$ cat src/rtl/apb_master_arbiter.sv
// Two-requester APB master: round-robin arbitration, IDLE/SETUP/ACCESS sequencing,
// per-requester done/rdata/err return, and ACCESS-phase timeout abort.
module apb_master_arbiter #(
   parameter int addr_width = 8,
   parameter int data_width = 8,
   parameter int TIMEOUT    = 16
) (
   input  logic                  pclk,
   input  logic                  preset_n,
   input  logic                  req0_valid,
   input  logic                  req0_write,
   input  logic [addr_width-1:0] req0_addr,
   input  logic [data_width-1:0] req0_wdata,
   output logic                  req0_ready,
   output logic                  req0_done,
   output logic [data_width-1:0] req0_rdata,
   output logic                  req0_err,
   input  logic                  req1_valid,
   input  logic                  req1_write,
   input  logic [addr_width-1:0] req1_addr,
   input  logic [data_width-1:0] req1_wdata,
   output logic                  req1_ready,
   output logic                  req1_done,
   output logic [data_width-1:0] req1_rdata,
   output logic                  req1_err,
   output logic [addr_width-1:0] paddr,
   output logic                  pwrite,
   output logic [data_width-1:0] pwdata,
   output logic                  pselx,
   output logic                  penable,
   input  logic [data_width-1:0] prdata,
   input  logic                  pready,
   input  logic                  pslave_error
);
   localparam int CW = (TIMEOUT > 2) ? $clog2(TIMEOUT) : 1;

   typedef enum logic [1:0] {S_IDLE, S_SETUP, S_ACCESS} state_t;

   state_t                      r_state, w_state_n;
   logic [CW-1:0]               r_cnt, w_cnt_n;
   logic                        r_last, w_last_n;
   logic                        r_owner, w_owner_n;
   logic [addr_width-1:0]       r_paddr, w_paddr_n;
   logic                        r_pwrite, w_pwrite_n;
   logic [data_width-1:0]       r_pwdata, w_pwdata_n;
   logic                        r_psel, w_psel_n;
   logic                        r_pen, w_pen_n;
   logic [1:0]                  r_ready, w_ready_n;
   logic [1:0]                  r_done, w_done_n;
   logic [1:0]                  r_err, w_err_n;
   logic [1:0][data_width-1:0]  r_rdata, w_rdata_n;

   logic w_any, w_win, w_grant;

   // Tie goes to the requester that did not win last; r_last resets to 1 so 0 wins first.
   assign w_any = req0_valid | req1_valid;
   assign w_win = (req0_valid & req1_valid) ? ~r_last : req1_valid;

   always_comb begin
      w_state_n  = r_state;
      w_cnt_n    = r_cnt;
      w_last_n   = r_last;
      w_owner_n  = r_owner;
      w_paddr_n  = r_paddr;
      w_pwrite_n = r_pwrite;
      w_pwdata_n = r_pwdata;
      w_psel_n   = r_psel;
      w_pen_n    = 1'b0;
      w_ready_n  = 2'b00;
      w_done_n   = 2'b00;
      w_err_n    = r_err;
      w_rdata_n  = r_rdata;
      w_grant    = 1'b0;
      case (r_state)
         S_IDLE: begin
            w_psel_n = 1'b0;
            w_grant  = w_any;
         end
         S_SETUP: begin
            w_state_n = S_ACCESS;
            w_pen_n   = 1'b1;
            w_cnt_n   = '0;
         end
         S_ACCESS: begin
            if (pready) begin
               w_done_n[r_owner]  = 1'b1;
               w_rdata_n[r_owner] = r_pwrite ? '0 : prdata;
               w_err_n[r_owner]   = pslave_error;
               w_state_n          = S_IDLE;
               w_psel_n           = 1'b0;
               w_grant            = w_any;
            end else if (r_cnt == CW'(TIMEOUT - 1)) begin
               // Abort: no back-to-back grant, slave is assumed hung.
               w_done_n[r_owner]  = 1'b1;
               w_rdata_n[r_owner] = '0;
               w_err_n[r_owner]   = 1'b1;
               w_state_n          = S_IDLE;
               w_psel_n           = 1'b0;
            end else begin
               w_cnt_n = r_cnt + 1'b1;
               w_pen_n = 1'b1;
            end
         end
         default: w_state_n = S_IDLE;
      endcase
      if (w_grant) begin
         w_state_n         = S_SETUP;
         w_psel_n          = 1'b1;
         w_pen_n           = 1'b0;
         w_owner_n         = w_win;
         w_last_n          = w_win;
         w_ready_n[w_win]  = 1'b1;
         w_paddr_n         = w_win ? req1_addr  : req0_addr;
         w_pwrite_n        = w_win ? req1_write : req0_write;
         w_pwdata_n        = w_win ? req1_wdata : req0_wdata;
      end
   end

   always_ff @(posedge pclk or posedge preset_n) begin
      if (preset_n) begin
         r_state  <= S_IDLE;
         r_cnt    <= '0;
         r_last   <= 1'b1;
         r_owner  <= 1'b0;
         r_paddr  <= '0;
         r_pwrite <= 1'b0;
         r_pwdata <= '0;
         r_psel   <= 1'b0;
         r_pen    <= 1'b0;
         r_ready  <= '0;
         r_done   <= '0;
         r_err    <= '0;
         r_rdata  <= '0;
      end else begin
         r_state  <= w_state_n;
         r_cnt    <= w_cnt_n;
         r_last   <= w_last_n;
         r_owner  <= w_owner_n;
         r_paddr  <= w_paddr_n;
         r_pwrite <= w_pwrite_n;
         r_pwdata <= w_pwdata_n;
         r_psel   <= w_psel_n;
         r_pen    <= w_pen_n;
         r_ready  <= w_ready_n;
         r_done   <= w_done_n;
         r_err    <= w_err_n;
         r_rdata  <= w_rdata_n;
      end
   end

   assign paddr      = r_paddr;
   assign pwrite     = r_pwrite;
   assign pwdata     = r_pwdata;
   assign pselx      = r_psel;
   assign penable    = r_pen;
   assign req0_ready = r_ready[0];
   assign req1_ready = r_ready[1];
   assign req0_done  = r_done[0];
   assign req1_done  = r_done[1];
   assign req0_err   = r_err[0];
   assign req1_err   = r_err[1];
   assign req0_rdata = r_rdata[0];
   assign req1_rdata = r_rdata[1];
endmodule

$ cat config.mk
export PLATFORM = sky130hd
export DESIGN_NAME = apb_master_arbiter
export DESIGN_NICKNAME = d
export VERILOG_FILES = /design/src/rtl/apb_master_arbiter.sv
export SDC_FILE = /design/constraint.sdc
export NUM_CORES = 1
export LEC_CHECK = 0
export BUFFER_PORTS_ARGS = -buffer_cell sky130_fd_sc_hd__buf_2
export CAP_MARGIN = 15
export CORE_MARGIN = 4
export CORE_UTILIZATION = 43
export CTS_CLUSTER_SIZE = 24
export DETAILED_ROUTE_END_ITERATION = 8
export PLACE_DENSITY_LB_ADDON = 0.1
export SLEW_MARGIN = 10
export SYNTH_ARGS = -nofsm -noshare
export SYNTH_HDL_FRONTEND = slang
export SYNTH_SLANG_ARGS = --single-unit
export TNS_END_PERCENT = 5
$ cat constraint.sdc
create_clock -name pclk -period 1.81 [get_ports pclk]
set_clock_uncertainty 0.05 [all_clocks]
set_input_delay 0.362 -clock pclk [delete_from_list [all_inputs] [get_ports pclk]]
set_output_delay 0.362 -clock pclk [all_outputs]
set_load 0.02 [all_outputs]
==> impl_metrics.tcl, run 1 <==
set metrics [dict create \
    status "completed" \
    core_area_mm2 0.004755 \
    htree_levels 2 \
    synthArstFlopShare_pct 100.0 \
    synth-seq-cells 49 \
    worstHoldPathType "in2reg" \
    final_core_util_pct 59.82 \
    arrival_ns 1.84 \
    drc 0 \
    globalplace.congestion 0.8190 \
    ys.flop_type "dfrtp_1" \
    postSynthAreaPerCell_um2 12.65 \
    multi_input_area_um2 827.0 \
    die_y_um 78.50 \
    timing.final.crit_share_pct 94.32 \
    routed_wl_mm 5.086 \
    clock.fmax_ghz 0.5858 \
    r2r-end "paddr[2]" \
    switching_share_pct 40.51 \
    io_pins 89 \
    maxCapViolations 0 \
    tns_ns 0 \
    die_area_mm2 0.006161 \
    required_ns 1.94 \
    dp_hpwl_mm 3.757 \
    avgRoutedWirePerCell_um 15.09 \
    critPathLaunchType "flip-flop" \
    ys_seq_area_share_pct 57.44 \
    seq_area_mm2 0.001227 \
    start_util_pct 44.95 \
    cts_tree "done" \
    r2r_start "r_state[0]" \
    rsz0062_at_grt "no" \
    root_buffer "clkbuf_8" \
    power.internal_uw 2915 \
    critPathMaxFanout 13 \
    diodes 0 \
    fillers 389 \
    synthCells 169 \
    setup_violations 0 \
    hold_violations 0 \
    ir_drop_uv 949.4 \
    netlist_area_mm2 0.002137 \
    critPathKind "reg2reg" \
    rows 25 \
    clk_latency_ns 0.30 \
    setup.worst_path.start "r_state[0]" \
    critPathCapture "paddr[2]" \
    cts.path.max_buffers 2 \
    grt_pass1_wl_mm 8.397 \
    tightest_slew_ns 0.4247 \
    p_per_area_mw_per_mm2 1723 \
    grt_pass1_vias 1775 \
    areaGrowthSynthToFinish_pct 33.08 \
    yosys.area.top_type_share_pct 56.21 \
    gr-usage-all-layers_pct 17.20 \
    vias 1746 \
    cts.reportedPaths.clkPinSlew_ns 0.10 \
    numCtsBuffers 5 \
    end_kind "flip-flop" \
    yosys-top-cells-area "dfrtp_1 (56%), a221o_1 (8.0%), a22o_1 (7.0%)" \
    r2r_slack_ns 0.10 \
    period_needed_ns 1.707 \
    via_per_inst 5.181 \
    synth_edf_count 0 \
    grt_max_degree 23 \
    nNetsFinal 322 \
    cts.sinks 49 \
    clkPwrFrac_pct 13.2 \
    power.share.sequential_pct 38.3 \
    die-width_um 78.50 \
    initialDrtViolationCount 84 \
    dr.pass1.iters 4 \
    synth_nets 222 \
    yosysTopAreaCell "dfrtp_1" \
    power_switching_uw 1985 \
    ant_nets 0 \
    power_uw 4899 \
    drv_slew 0 \
    drive_gt1_share_pct 44.81 \
    p_comb_share_pct 48.5 \
    antenna_found_initial 0 \
    relSlewSlack_pct 71.65 \
    reg2reg_depth 6 \
    yosysWarnings 0 \
    grt.overflow.total 0 \
    synth.distinct_cells 40 \
    p_leak_uw 0.001497 \
    portBuffers 88 \
]
cells in the final DEF, fill, tap and decap left out, types with 2 or more instances in the layout:
cell and count:
a21boi_0 15, a21boi_1 2, a21o_1 3, a21oi_1 3, a221o_1 17, a22o_1 17
a31oi_1 2, buf_12 2, buf_2 88, buf_4 13, clkbuf_8 5, clkinv_4 2
dfrtp_1 48, ha_1 5, inv_1 3, inv_2 4, nand2_1 4, nand2b_1 2
nand3_1 3, nor2_1 3, nor3_1 3, o21ai_0 2, or2_1 2
cells in the mapped netlist, types with 2 or more instances:
| library cell | count |
|---|---|
| a21o_1 | 3 |
| dfrtp_1 | 48 |
| a221o_1 | 17 |
| o21ai_0 | 2 |
| nand2_1 | 5 |
| nor2_1 | 3 |
| a31oi_1 | 2 |
| a21oi_1 | 3 |
| nand2b_1 | 2 |
| a21boi_0 | 15 |
| clkbuf_1 | 4 |
| ha_1 | 5 |
| buf_2 | 3 |
| buf_6 | 3 |
| and3_1 | 2 |
| nand3_1 | 3 |
| nor3_1 | 3 |
| inv_1 | 5 |
| a22o_1 | 17 |
| inv_2 | 2 |
| or2_1 | 2 |
| a21boi_1 | 2 |
cell type report:
cell class,instances,share of cell area [%]
well taps,67,2.948
repair buffers,104,20.68
flip-flops and latches,49,43.16
clock inverters,3,0.7919
inverters,7,0.9239
clock buffers,5,2.420
multi-input cells,102,29.08
what timing repair did:
item / CTS / global route
resized for setup: 0 / 6
setup endpoints to repair: 0 / 31
hold buffers: 1 / 0
buffers inserted: 0 / 1
endpoints found under the hold margin: 4 / 0
power by group through the flow:
stage / registers (uW) / logic, uW / clock network (uW)
6_report: 1880 / 2380 / 647
5_1_grt: 1930 / 2580 / 715
4_1_cts: 1860 / 2370 / 671
3_5_place_dp: 1870 / 2370 / 0
3_3_place_gp: 1880 / 2330 / 0
2_1_floorplan: 2370 / 1080 / 0
critical path: stages, from the launching register on:
cell and delay [ns]:
dfrtp_1 0.40, inv_2 0.06, ha_1 0.20, a21o_1 0.21, and3_1 0.19, buf_4 0.18
a221o_1 0.30
cell families after synthesis:
kind of cell	share of synthesized area, %
multiplexers	0.5269
AO/OA/AOI/OAI	25.70
AND/OR/NAND/NOR	8.080
buffers and inverters	4.918
XOR/XNOR	0.4099
flip-flops	57.44
adder cells (fa/ha/maj)	2.927
flip-flops by register name, indices dropped and copies added, names as in the netlist:
register	cells
r_err	2
r_cnt	4
r_ready	2
req1_rdata	8
r_last	1
r_state	2
penable	1
pwrite	1
pselx	1
r_owner	1
pwdata	8
r_done	2
req0_rdata	8
paddr	8
metal layers:
metal  wire length [um]  share of wire, %  track usage (%)
met1               2337                46            22.82
met2               2324                46            27.57
met3                354               7.0            4.931
met4                 70               1.4            4.720
met5                  0                 0                0
worst min path at each step:
stage	startpoint	to	depth (start not counted)
2_1_floorplan	r_state[1]	r_state[1]	1
6_report	req1_addr[7]	paddr[7]	2
3_3_place_gp	preset_n	pwdata[0]	2
3_5_place_dp	preset_n	pwdata[0]	2
5_1_grt	req0_addr[7]	paddr[7]	2
4_1_cts	req1_addr[7]	paddr[7]	2
metrics by stage:
stage | instance area [um^2] | cells | setup slack, ns | hold WS (ns)
2_1_floorplan | 2137 | 169 | 0.002195 | 0.4349
3_3_place_gp | 2713 | 327 | 0.08113 | 0.3328
3_5_place_dp | 2713 | 327 | 0.04937 | 0.3395
4_1_cts | 2814 | 336 | 0.02424 | 0.2184
5_1_grt | 2844 | 337 | 0.01052 | 0.2195
6_report | 2844 | 337 | 0.1028 | 0.2279
Note: power is estimated with default switching activity, not from simulation.
==> inputs of run 2 (changes only) <==
--- a/config.mk
+++ b/config.mk
@@ -12,6 +12,7 @@
 export CTS_CLUSTER_SIZE = 24
 export DETAILED_ROUTE_END_ITERATION = 8
 export PLACE_DENSITY_LB_ADDON = 0.1
+export RECOVER_POWER = 25
 export SLEW_MARGIN = 10
 export SYNTH_ARGS = -nofsm -noshare
 export SYNTH_HDL_FRONTEND = slang
==> run 2 against run 1 <==
Against the previous run: count of clock-buffer cells in the layout did not move; final area did not move; register-to-register slack barely moved; sequential share of layout area did not move; power barely moved; setup slack barely moved; combinational power barely moved; cell count did not move; flip-flop and latch count did not move; non-clock buffer count did not move.
==> impl_metrics.tcl, run 2 (synthesis results as in run 1) <==
set metrics [dict create \
    diodes 0 \
    rsz0062_at_grt "no" \
    cts_tree "done" \
    crit_slowest_cell "dfrtp_1" \
    cts.sinks 49 \
    avgRoutedWirePerCell_um 15.13 \
    critPathLaunchType "flip-flop" \
    rows 25 \
    end_kind "flip-flop" \
    worstHoldPathType "in2reg" \
    layout_common_cells "buf_2 (88), dfrtp_1 (48), a22o_1 (17), a221o_1 (17), a21boi_0 (15)" \
    die_area_mm2 0.006161 \
    crit_chain "inv_2 -> ha_1 -> a21o_1 -> and3_1 -> buf_4 -> a221o_1" \
    start_util_pct 44.95 \
    drv_slew 0 \
    cts.reportedPaths.clkPinSlew_ns 0.10 \
    initialDrtViolationCount 84 \
    cts.path.max_buffers 2 \
    reg2reg_depth 6 \
    setup_violations 0 \
    postLayoutCellArea_mm2 0.002844 \
    r2r-end "paddr[2]" \
    critPathKind "reg2reg" \
    seq_area_mm2 0.001227 \
    areaGrowthSynthToFinish_pct 33.08 \
    grt_max_degree 23 \
    dp_hpwl_mm 3.757 \
    p_per_area_mw_per_mm2 1723 \
    io_pins 89 \
    r2r_start "r_state[0]" \
    timing.final.crit_share_pct 94.34 \
    relSlewSlack_pct 48.95 \
    core_area_mm2 0.004755 \
    portBuffers 88 \
    final_core_util_pct 59.82 \
    nNetsFinal 322 \
    globalplace.congestion 0.8190 \
    htree_levels 2 \
    drc 0 \
    tightest_slew_ns 0.7649 \
    antenna_found_initial 0 \
    layout_commonest_cell "buf_2" \
    grt_pass1_wl_mm 8.397 \
    dr.pass1.iters 4 \
    period_needed_ns 1.708 \
    setup.worst_path.start "r_state[0]" \
    clock.fmax_ghz 0.5856 \
    power_uw 4900 \
    die_y_um 78.50 \
    ir_drop_uv 949.3 \
    grt_pass1_vias 1775 \
    critPathMaxFanout 13 \
    worst_path_largest_cell_delay_ns 0.40 \
    vias 1755 \
    status "completed" \
    maxCapViolations 0 \
    fillers 389 \
    p_leak_uw 0.001498 \
    place_inst 327 \
    via_per_inst 5.208 \
    critPathCapture "paddr[2]" \
    place_area_mm2 0.002713 \
    r2r_slack_ns 0.10 \
    clk_latency_ns 0.30 \
    ant_nets 0 \
    die-width_um 78.50 \
    routed_wl_mm 5.098 \
    gr-usage-all-layers_pct 17.20 \
    final_cells 337 \
    required_ns 1.94 \
    grt.overflow.total 0 \
    hold_violations 0 \
    arrival_ns 1.84 \
    root_buffer "clkbuf_8" \
    drive_gt1_share_pct 44.44 \
    multi_input_area_um2 827.0 \
    numCtsBuffers 5 \
    tns_ns 0 \
]
run 2: final cells by class:
cell class,instances,area share (%)
clock inverters,3,0.7919
flip-flops and latches,49,43.16
inverters,7,0.9239
well taps,67,2.948
multi-input cells,102,29.08
repair buffers,104,20.68
clock buffers,5,2.420
run 2: worst min-delay path by stage:
stage	slack (ns)	end	cells past startpoint	start
5_1_grt	0.22	paddr[7]	2	req0_addr[7]
4_1_cts	0.22	paddr[7]	2	req1_addr[7]
2_1_floorplan	0.43	r_state[1]	1	r_state[1]
3_5_place_dp	0.34	pwdata[0]	2	preset_n
3_3_place_gp	0.33	pwdata[0]	2	preset_n
6_report	0.23	paddr[7]	2	req1_addr[7]
run 2: timing repair:
action / 4_1_cts / 5_1_grt
hold buffers: 1 / 0
setup buffers: 0 / 1
gates resized for setup: 0 / 6
hold endpoints to repair: 4 / 0
endpoints found under the setup margin: 0 / 31
run 2: report_power, final:
part           total, uW  internal, uW  switching, uW
combinational       2380          1060           1320
clock                647           275            372
sequential          1880          1580            293
total               4900          2910           1990
run 2: worst max-delay path, delay by kind of cell (launching register included):
family / cells / cell delay (ns)
flip-flops: 1 / 0.40
AND/OR/NAND/NOR: 1 / 0.19
AO/OA/AOI/OAI: 2 / 0.51
buffers and inverters: 2 / 0.24
adder cells (fa/ha/maj): 1 / 0.20
run 2: routing by layer:
layer	track usage (%)	routed length, um
met1	22.82	2353
met2	27.57	2322
met5	0	0
met4	4.720	70
met3	4.931	351
run 2: through the flow:
| stage | setup slack [ns] | hold slack (ns) |
|---|---|---|
| after CTS | 0.02424 | 0.2184 |
| after floorplan | 0.002195 | 0.4349 |
| after global routing | 0.01052 | 0.2195 |
| after global placement | 0.08113 | 0.3328 |
| after detailed placement | 0.04937 | 0.3395 |
| final | 0.1024 | 0.2279 |
==> inputs of run 3 (changes only) <==
--- a/config.mk
+++ b/config.mk
@@ -8,7 +8,7 @@
 export BUFFER_PORTS_ARGS = -buffer_cell sky130_fd_sc_hd__buf_2
 export CAP_MARGIN = 15
 export CORE_MARGIN = 4
-export CORE_UTILIZATION = 43
+export CORE_UTILIZATION = 51
 export CTS_CLUSTER_SIZE = 24
 export DETAILED_ROUTE_END_ITERATION = 8
 export PLACE_DENSITY_LB_ADDON = 0.1
==> constraint.sdc (replaced) <==
create_clock -name pclk -period 2.1 [get_ports pclk]
set_clock_uncertainty 0.05 [all_clocks]
set_input_delay 0.42 -clock pclk [delete_from_list [all_inputs] [get_ports pclk]]
set_output_delay 0.42 -clock pclk [all_outputs]
set_load 0.02 [all_outputs]
==> run 3 against run 2 <==
Against the previous run: flip-flop and latch count unchanged; largest cell class unchanged; first-iteration DRC count increased by 1.2%; via count decreased by 3.2%.
==> impl_metrics.tcl, run 3 (synthesis results as in run 1) <==
set metrics [dict create \
    cts.reportedPaths.clkPinSlew_ns 0.09 \
    htree_levels 2 \
    start_util_pct 53.04 \
    r2r_slack_ns 0.18 \
    seq_area_mm2 0.001227 \
    period_needed_ns 1.919 \
    antenna_found_initial 0 \
    root_buffer "clkbuf_8" \
    layout_common_cells "buf_2 (88), dfrtp_1 (48), a22o_1 (17), a221o_1 (17), a21boi_0 (15)" \
    portBuffers 88 \
    maxCapViolations 0 \
    tightest_slew_ns 0.9150 \
    drive_gt1_share_pct 40.70 \
    tns_ns 0 \
    cts_resized 0 \
    grt_pass1_vias 1647 \
    arrival_ns 2.10 \
    vias 1699 \
    numCtsBuffers 5 \
    io_pins 89 \
    nNetsFinal 310 \
    required_ns 2.28 \
    die_area_mm2 0.005290 \
    postLayoutCellArea_mm2 0.002690 \
    diodes 0 \
    clk_latency_ns 0.29 \
    ir_drop_uv 846.4 \
    multi_input_area_um2 804.5 \
    end_kind "flip-flop" \
    place_area_mm2 0.002604 \
    critPathMaxFanout 20 \
    r2r_start "r_state[0]" \
    areaGrowthSynthToFinish_pct 25.88 \
    core_area_mm2 0.004029 \
    relSlewSlack_pct 38.93 \
    drv_slew 0 \
    ant_nets 0 \
    timing.final.crit_share_pct 91.40 \
    p_per_area_mw_per_mm2 1524 \
    gr-usage-all-layers_pct 18.58 \
    layout_commonest_cell "buf_2" \
    initialDrtViolationCount 85 \
    reg2reg_depth 5 \
    clock.fmax_ghz 0.5210 \
    rsz0062_at_grt "no" \
    setup_violations 0 \
    critPathLaunchType "flip-flop" \
    die-width_um 72.73 \
    cts_tree "done" \
    rows 23 \
    cts_setup_buffers 0 \
    drc 0 \
    whs_ns 0.2674 \
    routed_wl_mm 4.692 \
    die_y_um 72.73 \
    worstHoldPathType "in2async" \
    r2r-end "pwdata[0]" \
    cts.sinks 49 \
    cts_hold_buf 0 \
    status "completed" \
    grt_pass1_wl_mm 7.707 \
    grt_max_degree 27 \
    dp_hpwl_mm 3.429 \
    fillers 310 \
    p_leak_uw 0.001433 \
    cts.path.max_buffers 2 \
    critPathKind "reg2reg" \
    dr.pass1.iters 4 \
    globalplace.congestion 0.7584 \
    via_per_inst 5.516 \
    hold_violations 0 \
    avgRoutedWirePerCell_um 15.23 \
    grt.overflow.total 0 \
]
run 3: changes by cell type in the layout (fill, tap and decap cells not counted), sizes merged:
cell	before	now
buf	103	91
clkbuf	5	8
clkinv	3	1
dlygate4sd3	1	0
run 3: where the power goes:
group | total (uW) | switching [uW] | internal [uW]
clock network | 583 | 285 | 298
registers | 1610 | 246 | 1370
logic | 1900 | 1090 | 810
total | 4100 | 1630 | 2470
run 3: cell type report:
type | instances | share of cell area, %
clock buffers | 7 | 3.581
clock inverters | 1 | 0.1860
inverters | 7 | 0.9767
multi-input cells | 102 | 29.91
flip-flops and latches | 49 | 45.63
well taps | 50 | 2.326
repair buffers | 92 | 17.40
run 3: how the worst max path moves through the flow:
stage	startpoint	to	slack, ns	depth (start not counted)
2_1_floorplan	r_state[0]	paddr[6]	0.26	8
3_3_place_gp	r_state[0]	pwdata[0]	0.24	5
3_5_place_dp	r_state[0]	pwdata[0]	0.18	5
4_1_cts	r_state[0]	pwdata[0]	0.14	5
5_1_grt	r_state[1]	pwdata[0]	0.04	5
6_report	r_state[0]	pwdata[0]	0.18	5
run 3: worst max-delay path, cell delays in order (launching register included):
cell and delay, ns:
dfrtp_1 0.41, inv_1 0.11, ha_1 0.23, a21o_1 0.15, and3_1 0.63, a221o_1 0.27
run 3: stage by stage:
step	util, %	std cells	setup WS [ns]	power, uW
6_report	66.77	308	0.1806	4099
5_1_grt	66.77	308	0.04349	4387
4_1_cts	67.14	308	0.1413	4144
3_5_place_dp	64.63	300	0.1768	3549
3_3_place_gp	64.63	300	0.2395	3518
2_1_floorplan	-	169	0.2633	2971
run 3: layer usage:
layer	track usage [%]	part of all wire, %	vias to the layer above	wire length, um
li1	-	-	809	-
met1	26.25	45	804	2088
met2	28.56	45	79	2094
met3	4.545	9.8	7	462
met4	5.533	0.98	0	46
met5	0	0	-	0
